===== src/rtl/nic_clk_pkg.sv =====
// Shared types and constants for the NIC MMCM clock manager: FSM encodings,
// speed codes, and the CLKOUT0 DRP retune table.
package nic_clk_pkg;

    typedef enum logic [2:0] {
        ST_RST,
        ST_DRP,
        ST_LOCK_W,
        ST_RUN,
        ST_FAIL
    } mgr_state_t;

    typedef enum logic [2:0] {
        RMW_IDLE,
        RMW_RD,
        RMW_RD_W,
        RMW_WR,
        RMW_WR_W
    } rmw_state_t;

    localparam logic [1:0] SPEED_10M   = 2'b00;
    localparam logic [1:0] SPEED_100M  = 2'b01;
    localparam logic [1:0] SPEED_1000M = 2'b10;

    localparam logic [6:0] DRP_ADDR_CLKREG1 = 7'h08;
    localparam logic [6:0] DRP_ADDR_CLKREG2 = 7'h09;

    localparam logic [15:0] KEEP_CLKREG1 = 16'hF000;
    localparam logic [15:0] KEEP_CLKREG2 = 16'hFC00;

    // VCO 1000 MHz: /8 gives 125 MHz, /40 gives 25 MHz
    localparam logic [15:0] VAL_DIV8    = 16'h0104;
    localparam logic [15:0] VAL_DIV40   = 16'h0514;
    localparam logic [15:0] VAL_CLKREG2 = 16'h0000;

    localparam int TABLE_ENTRIES = 2;
    localparam int IDX_W         = $clog2(TABLE_ENTRIES);

    typedef struct packed {
        logic [6:0]  addr;
        logic [15:0] keep;
        logic [15:0] val;
    } drp_entry_t;

    // The reserved code 2'b11 is folded onto 1000M
    function automatic logic [1:0] norm_speed(input logic [1:0] speed);
        logic [1:0] s;
        case (speed)
            SPEED_100M: s = SPEED_100M;
            SPEED_10M:  s = SPEED_10M;
            default:    s = SPEED_1000M;
        endcase
        return s;
    endfunction

    // 10M and 100M share /40; 2.5 MHz comes from the MAC clock enable
    function automatic drp_entry_t table_entry(input logic [IDX_W-1:0] idx,
                                               input logic [1:0] speed);
        drp_entry_t e;
        if (idx == '0) begin
            e.addr = DRP_ADDR_CLKREG1;
            e.keep = KEEP_CLKREG1;
            e.val  = (speed == SPEED_1000M) ? VAL_DIV8 : VAL_DIV40;
        end else begin
            e.addr = DRP_ADDR_CLKREG2;
            e.keep = KEEP_CLKREG2;
            e.val  = VAL_CLKREG2;
        end
        return e;
    endfunction

endpackage


===== src/rtl/nic_clk_drp_rmw.sv =====
// Single DRP read-modify-write engine: reads addr, writes (data & keep) | val,
// pulses done when the write completes. Only one transaction is ever in flight.
module nic_clk_drp_rmw
    import nic_clk_pkg::*;
(
    input  logic        clk,
    input  logic        srst,
    input  logic        start,
    input  logic [6:0]  addr,
    input  logic [15:0] keep,
    input  logic [15:0] val,
    output logic        done,
    output logic [6:0]  drp_daddr,
    output logic        drp_den,
    output logic        drp_dwe,
    output logic [15:0] drp_di,
    input  logic [15:0] drp_do,
    input  logic        drp_drdy
);

    rmw_state_t  state_reg, state_next;
    logic [6:0]  addr_reg, addr_next;
    logic [15:0] keep_reg, keep_next;
    logic [15:0] val_reg, val_next;
    logic [15:0] di_reg, di_next;

    always_ff @(posedge clk) begin
        if (srst) begin
            state_reg <= RMW_IDLE;
            addr_reg  <= '0;
            keep_reg  <= '0;
            val_reg   <= '0;
            di_reg    <= '0;
        end else begin
            state_reg <= state_next;
            addr_reg  <= addr_next;
            keep_reg  <= keep_next;
            val_reg   <= val_next;
            di_reg    <= di_next;
        end
    end

    always_comb begin
        state_next = state_reg;
        addr_next  = addr_reg;
        keep_next  = keep_reg;
        val_next   = val_reg;
        di_next    = di_reg;
        done       = 1'b0;
        case (state_reg)
            RMW_IDLE: begin
                if (start) begin
                    addr_next  = addr;
                    keep_next  = keep;
                    val_next   = val;
                    state_next = RMW_RD;
                end
            end
            RMW_RD:   state_next = RMW_RD_W;
            RMW_RD_W: begin
                // drdy is only meaningful here and in WR_W; elsewhere it is dropped
                if (drp_drdy) begin
                    di_next    = (drp_do & keep_reg) | val_reg;
                    state_next = RMW_WR;
                end
            end
            RMW_WR:   state_next = RMW_WR_W;
            RMW_WR_W: begin
                if (drp_drdy) begin
                    done       = 1'b1;
                    state_next = RMW_IDLE;
                end
            end
            default:  state_next = RMW_IDLE;
        endcase
    end

    assign drp_den   = (state_reg == RMW_RD) || (state_reg == RMW_WR);
    assign drp_dwe   = (state_reg == RMW_WR);
    assign drp_daddr = addr_reg;
    assign drp_di    = di_reg;

endmodule


===== src/rtl/nic_clk_mgr.sv =====
// NIC MMCM sequencer: holds the MMCM in reset, retunes CLKOUT0 over DRP, then waits
// for lock with timeout and bounded retry. Build option: NIC_CLK_MGR_RECOVER_EN.
module nic_clk_mgr
    import nic_clk_pkg::*;
#(
    parameter int RST_CYCLES   = 16,
    parameter int LOCK_TIMEOUT = 65535,
    parameter int MAX_RETRY    = 3
) (
    input  logic        clk,
    input  logic        reset,
    input  logic        req_valid,
    input  logic [1:0]  req_speed,
    output logic        req_ready,
    output logic        mmcm_rst,
    input  logic        mmcm_locked,
    output logic [6:0]  drp_daddr,
    output logic        drp_den,
    output logic        drp_dwe,
    output logic [15:0] drp_di,
    input  logic [15:0] drp_do,
    input  logic        drp_drdy,
    output logic        clk_ok,
    output logic [1:0]  cur_speed,
    output logic        busy,
    output logic        fail,
    output logic        lock_lost
);

    localparam int RST_CNT_W  = $clog2(RST_CYCLES + 1);
    localparam int LOCK_CNT_W = $clog2(LOCK_TIMEOUT + 1);
    localparam int RETRY_W    = $clog2(MAX_RETRY + 1);

    mgr_state_t            state_reg, state_next;
    logic [RST_CNT_W-1:0]  rst_cnt_reg, rst_cnt_next;
    logic [LOCK_CNT_W-1:0] lock_cnt_reg, lock_cnt_next;
    logic [RETRY_W-1:0]    retry_reg, retry_next;
    logic [1:0]            target_reg, target_next;
    logic [1:0]            cur_speed_reg, cur_speed_next;
    logic                  clk_ok_reg, clk_ok_next;
    logic                  lock_lost_reg, lock_lost_next;
    logic [IDX_W-1:0]      entry_idx_reg, entry_idx_next;
    logic                  rmw_start_reg, rmw_start_next;
    logic                  lock_meta_reg, lock_sync_reg;

    logic       accept;
    logic       rmw_done;
    drp_entry_t tbl [TABLE_ENTRIES];
    drp_entry_t entry_sel;

    genvar gi;
    generate
        for (gi = 0; gi < TABLE_ENTRIES; gi++) begin : g_tbl
            assign tbl[gi] = table_entry(IDX_W'(gi), target_reg);
        end
    endgenerate

    assign entry_sel = tbl[entry_idx_reg];

    nic_clk_drp_rmw u_rmw (
        .clk       (clk),
        .srst      (reset),
        .start     (rmw_start_reg),
        .addr      (entry_sel.addr),
        .keep      (entry_sel.keep),
        .val       (entry_sel.val),
        .done      (rmw_done),
        .drp_daddr (drp_daddr),
        .drp_den   (drp_den),
        .drp_dwe   (drp_dwe),
        .drp_di    (drp_di),
        .drp_do    (drp_do),
        .drp_drdy  (drp_drdy)
    );

    always_ff @(posedge clk) begin
        if (reset) begin
            state_reg     <= ST_RST;
            rst_cnt_reg   <= '0;
            lock_cnt_reg  <= '0;
            retry_reg     <= '0;
            target_reg    <= SPEED_1000M;
            cur_speed_reg <= SPEED_1000M;
            clk_ok_reg    <= 1'b0;
            lock_lost_reg <= 1'b0;
            entry_idx_reg <= '0;
            rmw_start_reg <= 1'b0;
            lock_meta_reg <= 1'b0;
            lock_sync_reg <= 1'b0;
        end else begin
            state_reg     <= state_next;
            rst_cnt_reg   <= rst_cnt_next;
            lock_cnt_reg  <= lock_cnt_next;
            retry_reg     <= retry_next;
            target_reg    <= target_next;
            cur_speed_reg <= cur_speed_next;
            clk_ok_reg    <= clk_ok_next;
            lock_lost_reg <= lock_lost_next;
            entry_idx_reg <= entry_idx_next;
            rmw_start_reg <= rmw_start_next;
            lock_meta_reg <= mmcm_locked;
            lock_sync_reg <= lock_meta_reg;
        end
    end

    assign req_ready = (state_reg == ST_RUN) || (state_reg == ST_FAIL);
    assign accept    = req_valid && req_ready;

    always_comb begin
        state_next     = state_reg;
        rst_cnt_next   = rst_cnt_reg;
        lock_cnt_next  = lock_cnt_reg;
        retry_next     = retry_reg;
        target_next    = target_reg;
        cur_speed_next = cur_speed_reg;
        clk_ok_next    = clk_ok_reg;
        lock_lost_next = lock_lost_reg;
        entry_idx_next = entry_idx_reg;
        rmw_start_next = 1'b0;

        case (state_reg)
            ST_RST: begin
                if (rst_cnt_reg == RST_CNT_W'(RST_CYCLES - 1)) begin
                    rst_cnt_next   = '0;
                    entry_idx_next = '0;
                    rmw_start_next = 1'b1;
                    state_next     = ST_DRP;
                end else begin
                    rst_cnt_next = rst_cnt_reg + 1'b1;
                end
            end
            ST_DRP: begin
                if (rmw_done) begin
                    if (entry_idx_reg == IDX_W'(TABLE_ENTRIES - 1)) begin
                        lock_cnt_next = '0;
                        state_next    = ST_LOCK_W;
                    end else begin
                        entry_idx_next = entry_idx_reg + 1'b1;
                        rmw_start_next = 1'b1;
                    end
                end
            end
            ST_LOCK_W: begin
                if (lock_sync_reg) begin
                    clk_ok_next    = 1'b1;
                    cur_speed_next = target_reg;
                    retry_next     = '0;
                    state_next     = ST_RUN;
                end else if (lock_cnt_reg == LOCK_CNT_W'(LOCK_TIMEOUT)) begin
                    if (retry_reg == RETRY_W'(MAX_RETRY)) begin
                        state_next = ST_FAIL;
                    end else begin
                        retry_next = retry_reg + 1'b1;
                        state_next = ST_RST;
                    end
                end else begin
                    lock_cnt_next = lock_cnt_reg + 1'b1;
                end
            end
            ST_RUN: begin
                clk_ok_next = lock_sync_reg;
                if (!lock_sync_reg) begin
                    lock_lost_next = 1'b1;
`ifdef NIC_CLK_MGR_RECOVER_EN
                    // automatic relock uses up a retry like a timeout would
                    if (retry_reg == RETRY_W'(MAX_RETRY)) begin
                        state_next = ST_FAIL;
                    end else begin
                        retry_next = retry_reg + 1'b1;
                        state_next = ST_RST;
                    end
`else
                    state_next = ST_RUN;
`endif
                end
            end
            ST_FAIL: clk_ok_next = 1'b0;
            default: state_next = ST_RST;
        endcase

        // An accepted request always forces a full resequence, even at the same speed
        if (accept) begin
            target_next    = norm_speed(req_speed);
            lock_lost_next = 1'b0;
            retry_next     = '0;
            clk_ok_next    = 1'b0;
            rst_cnt_next   = '0;
            state_next     = ST_RST;
        end
    end

    assign mmcm_rst  = !((state_reg == ST_LOCK_W) || (state_reg == ST_RUN));
    assign busy      = !req_ready;
    assign fail      = (state_reg == ST_FAIL);
    assign clk_ok    = clk_ok_reg;
    assign cur_speed = cur_speed_reg;
    assign lock_lost = lock_lost_reg;

endmodule

===== config.mk =====
export PLATFORM = sky130hd
export DESIGN_NAME = nic_clk_mgr
export DESIGN_NICKNAME = d
export VERILOG_FILES = /design/src/rtl/nic_clk_pkg.sv /design/src/rtl/nic_clk_drp_rmw.sv /design/src/rtl/nic_clk_mgr.sv
export SDC_FILE = /design/constraint.sdc
export NUM_CORES = 1
export LEC_CHECK = 0
export ABC_CLOCK_PERIOD_IN_PS = 1720
export BUFFER_PORTS_ARGS = -buffer_cell sky130_fd_sc_hd__buf_2
export CAP_MARGIN = 5
export CORE_MARGIN = 3
export CORE_UTILIZATION = 48
export CTS_CLUSTER_DIAMETER = 30
export CTS_CLUSTER_SIZE = 14
export DETAILED_ROUTE_END_ITERATION = 8
export PLACE_DENSITY_LB_ADDON = 0.15
export SLEW_MARGIN = 10
export SYNTH_ARGS = -nofsm -noshare
export SYNTH_HDL_FRONTEND = slang
export SYNTH_SLANG_ARGS = --single-unit

===== constraint.sdc =====
create_clock -name clk -period 1.72 [get_ports clk]
set_input_delay 0.258 -clock clk [delete_from_list [all_inputs] [get_ports clk]]
set_output_delay 0.258 -clock clk [all_outputs]
set_load 0.005 [all_outputs]

# Word-level counts from Yosys, hierarchy flattened
# Index checks and enable logic that the tools add are counted.
[totals] reg_bits=94 input_bits=23 out_inout_bits=33 elab_cells=114
[op_classes] n_addsub=4 order_cmp=1 eq_ne=25 n_mux=38 bitwise_logic=5 reduce_logical=24
[op_table] operator="39-bit 2-to-1 mux" n=2
[op_table] operator="16-bit 2-to-1 mux" n=4
[op_table] operator="33-bit 2-to-1 mux" n=1
[op_table] operator="16-bit one-hot mux with 2 select lines" n=1
[op_table] operator="3-bit 2-to-1 mux" n=10
[op_table] operator="3-bit one-hot mux with 5 select lines" n=2
[op_table] operator="2-bit inequality test, second input constant" n=11
[op_table] operator="16-bit by 1-bit adder with 16-bit output, second input constant" n=1
[op_table] operator="16-bit AND" n=1
[op_table] operator="16-bit equality test, second input constant" n=1
[op_table] operator="16-bit OR" n=1
[op_table] operator="3-bit by 2-bit equality test with 1-bit output, second input constant" n=4
[op_table] operator="11-bit 2-to-1 mux" n=1
[op_table] operator="2-bit AND reduction" n=5
[op_table] operator="1-bit 2-to-1 mux" n=9
[op_table] operator="3-bit AND reduction" n=3
[op_table] operator="3-bit by 1-bit equality test with 1-bit output, second input constant" n=2
[op_table] operator="3-bit equality test, second input constant" n=2
[op_table] operator="3-bit zero test" n=2
[op_table] operator="2-bit 2-to-1 mux" n=3
[op_table] operator="6-bit AND reduction" n=1
[op_table] operator="2-bit nonzero test" n=3
[op_table] operator="5-bit by 1-bit adder with 5-bit output, second input constant" n=1
[op_table] operator="5-bit by 4-bit equality test with 1-bit output, second input constant" n=1
[op_table] operator="19 further kinds" n=25

# Longest topological paths before layout
[logic_depth] word_depth=5 mapped_depth=7 mapped_depth_nobuf=6

# Hierarchy
# A second synthesis with hierarchy kept.
[unflattened] cells_unflattened=485 hier_area_um2=3948.8
[by_module_without_submodules] mod="nic_clk_drp_rmw" n_inst=1 cells_each=256 area_per_inst_um2=2127.0
[by_module_without_submodules] mod="nic_clk_mgr" n_inst=1 cells_each=229 area_per_inst_um2=1821.7

# Least setup slack after synthesis
# OpenSTA, ideal clock, no wires.
[synth_timing] path_kind="register -> register" from="register u_rmw.state_reg[1]" to="register lock_cnt_reg[9]" arrival_ps=1685 t_required_ps=1645 setup_slack_ps=-39 path_stages_with_launch=7 path_buffers=1 period_less_slack_ps=1759 cell_sequence="dfxtp_1 > buf_2 > and4bb_2 > a31oi_1 > a31o_1 > or4_1 > o22ai_1"
[synth_between] elab_chain_cells=4
[synth_lines] element="from (decl)" line_no="nic_clk_drp_rmw.sv:21" text="rmw_state_t state_reg, state_next;"
[synth_lines] element="from (signal assigned)" line_no="nic_clk_drp_rmw.sv:35" text="state_reg <= state_next;"
[synth_lines] element="3-bit equality test" line_no="nic_clk_drp_rmw.sv:50" text="case (state_reg)"
[synth_lines] element="1-bit 2-to-1 mux" line_no="nic_clk_drp_rmw.sv:50"
[synth_lines] element="2-bit inequality test (no line)"
[synth_lines] element="5-bit AND reduction (no line)"
[synth_lines] element="to (signal assigned)" line_no="nic_clk_mgr.sv:93" text="lock_cnt_reg <= lock_cnt_next;"
[synth_lines] element="to (decl)" line_no="nic_clk_mgr.sv:36" text="logic [LOCK_CNT_W-1:0] lock_cnt_reg, lock_cnt_next;"
# Every way passes these cells.
# A chain may end at the register's enable or synchronous reset.

# Worst setup path in the final report
[layout_timing] from="register lock_cnt_reg[0]" to="register lock_cnt_reg[9]"
[layout_between] elab_chain_cells=4 word_cells_on_any_way=7 cone_classes="add/sub: 1; eq/ne: 2; mux: 3; reduce/logical: 1"
[layout_lines] element="16-bit by 1-bit adder with 16-bit output" line_no="nic_clk_mgr.sv:157" text="lock_cnt_next = lock_cnt_reg + 1'b1;"
[layout_lines] element="16-bit 2-to-1 mux" line_no="nic_clk_mgr.sv:149" text="end else if (lock_cnt_reg == LOCK_CNT_W'(LOCK_TIMEOUT)) begin"
[layout_lines] element="16-bit 2-to-1 mux" line_no="nic_clk_mgr.sv:144" text="if (lock_sync_reg) begin"
[layout_lines] element="16-bit one-hot mux with 2 select lines" line_no="nic_clk_mgr.sv:121" text="case (state_reg)"
# Parallel ways exist; a longest one is shown, timed or not. The select of a mux whose other input is x is not followed.

==> flow_summary_export.csv <==
group,metric,value,unit
place,place_ws,-15.8,ps
power,p_leak,0.00120,uW
die,placement_rows,25,
die,io_pins,56,
place,port_buffers,33,
flow_run,maxCapViolCount,0,
timing,drv_slew,0,
clock_network,clk_latency,310,ps
clock_network,htree_levels,2,
timing,min_period,1690,ps
synth,synth_top_area_share,41.1,%
route,drt_pre_antenna_iters,4,
worst_setup_path,path_class,"reg -> reg",
timing,hold_viol,0,
status,status,"finished, final reports clean",
place,dpl.hpwl,4230,um
clock_network,clk_path_buf_depth,2,
synth,ys_seq_area_share,41.1,%
worst_setup_path,crit_fanout,3,
route,drt_iter0_drc,186,
global_routing,antenna_found_initial,0,
die,core_area,4850,um2
die,die_x,78.0,um
timing,fin_ws,34.2,ps
synth,netlist_area,2480,um2
die,initial_core_util,51.3,%
worst_setup_path,critPathLaunchType,"flop",
place,dpl.cell_count,422,
clock_network,cts_tree,"built",
synth,yosysMostFrequentCell,"dfxtp_1",
worst_setup_path,r2r_cells,7,
final_layout,layout.nets,391,
route,vias_per_cell,5.48,
synth,synth_flop_cell,"dfxtp_1",
final_layout,fin_util,64.3,%
global_routing,grt_max_degree,29,
final_layout,area_growth,25.5,%
synth,synth_common_cells,"51 x dfxtp_1, 35 x nand2_1, 33 x a21oi_1",
clock_network,cts_buffers,5,
synth,synth-edff-count,0,
timing,rsz0062_at_grt,"true",
hold_path,hold_class,"in -> reg",
timing,max_freq,593,MHz
synth,synth.area.top_cells,"dfxtp_1 41%, a21oi_1 6.6%, nand2_1 5.3%, nor2_1 4.1%, buf_4 3.9%",
hold_path,whs_endpoint,"lock_meta_reg",
global_routing,grtUsageTotal,19.2,%
worst_setup_path,reg2reg_to,"lock_cnt_reg[9]",
worst_setup_path,crit_arrival,1930,ps
timing,setup_viol,0,
worst_setup_path,r2r-start,"lock_cnt_reg[0]",
final_layout,layout-drive-gt1-share,29.8,%
route,drc,0,
final_layout,multiInputGateArea,1390,um2
worst_setup_path,worstPathRequired,1970,ps
hold_path,hold_start,"mmcm_locked",
final_layout,antenna_cells,0,
final_layout,nFillCells,425,
final_layout,largest_register_ffs,16,
die,die_area,6080,um2
synth,synth_cell_type_count,47,
global_routing,grt_pass1_vias,1969,
route,wl_per_cell,13.7,um
clock_network,clock-sinks,51,
route,antenna_left,0,
clock_network,clockRootBuffer,"clkbuf_8",
worst_setup_path,end_kind,"flop",
worst_setup_path,reg2reg_setup_slack,30,ps
clock_network,cts.reportedPaths.clkPinSlew,100,ps
route,vias,2372,
synth,yosysTopAreaCell,"dfxtp_1",
synth,synth_async_sr_flop_share,0,%
synth,synth.avg_cell_area,8.15,um2
synth,ys_warn_count,0,
final_layout,final_cells,433,
place,place_congestion,0.846,
power,ir_drop,502,uV
route,routed_wl,5950,um
global_routing,globalRouteOverflowTotal,0,
timing,skew,9.18,ps
global_routing,grt_pass1_wl,9400,um
hold_path,hold_depth,2,
die,die_h,78.0,um
power,power.density,657,nW/um2
power,power,2050,uW
timing,timing.final.crit_share,98.0,%
final_layout,final-seq-area,1030,um2
synth,ys_seq_elements,51,
synth,synthCells,305,
==> repair_timing <==
| action | 4_1_cts | 5_1_grt |
|---|---|---|
| pin swaps | 1 | 4 |
| setup endpoints to repair | 3 | 19 |
| gates resized for setup | 6 | 26 |
| hold buffers | 0 | 0 |
| setup buffers | 0 | 3 |
==> routing by layer <==
metal  part of all wire, %  vias up  track usage, %
met5                     0        -               0
met4                  0.49        0            5.59
met3                   5.7        2            4.76
met2                    46       72            28.4
met1                    47     1090            27.5
li1                      -     1208               -
==> worst max path at each step <==
| stage | startpoint | end | slack [ps] | cells after the start |
|---|---|---|---|---|
| floorplan | lock_cnt_reg[0] | lock_cnt_reg[9] | 10 | 6 |
| global placement | lock_cnt_reg[0] | lock_cnt_reg[14] | 40 | 8 |
| detailed placement | lock_cnt_reg[0] | lock_cnt_reg[14] | -20 | 8 |
| CTS | state_reg[0] | busy | -10 | 6 |
| global route | u_rmw.state_reg[1] | lock_cnt_reg[10] | -60 | 6 |
| finish | lock_cnt_reg[0] | lock_cnt_reg[9] | 30 | 7 |
==> cell type report <==
class,count,area share (%)
clock buffers,5,2.21
clock inverters,3,0.642
inverters,6,0.722
multi-input cells,227,44.5
flip-flops and latches,51,33.2
well taps,67,2.69
repair buffers,74,16.1
==> worst max-delay path, cell delays in order, from the launching register on <==
cell	delay, ps
dfxtp_2	330
ha_2	200
nand3_4	110
nor4_4	60
buf_4	140
a31o_4	220
or4_4	410
o22ai_2	170
==> per-stage QoR <==
step / hold slack (ps) / cell area, um2 / TNS (ps)
after detailed placement: 432 / 2890 / -15.8
after global placement: 425 / 2890 / 0
final: 161 / 3120 / 0
after floorplan: 386 / 2530 / 0
after global routing: 168 / 3120 / -272
after CTS: 158 / 2990 / -14.6
==> cells in the final DEF (no fill, tap or decap), types with 10 or more instances in the layout <==
| cell type | count |
|---|---|
| dfxtp_1 | 44 |
| buf_4 | 36 |
| nand3_1 | 12 |
| nor2_1 | 26 |
| buf_2 | 33 |
| o21ai_0 | 10 |
| a21oi_1 | 33 |
| nand2_1 | 35 |
| conb_1 | 12 |
| nor3_1 | 12 |
==> logic make-up after synthesis <==
kind of cell,synth area share [%]
AND/OR/NAND/NOR,28.7
AO/OA/AOI/OAI,18.0
flip-flops,41.1
buffers and inverters,8.31
adder cells (fa/ha/maj),1.51
XOR/XNOR,1.06
multiplexers,1.21
other,0.151
==> where the power goes <==
group          internal (uW)  total, uW  switching (uW)  leakage (uW)
registers               1200       1210            18.1      0.000416
logic                   65.7        144            78.0      0.000749
clock network            284        690             407     0.0000402
No activity file was read; power rests on OpenSTA's default activity.
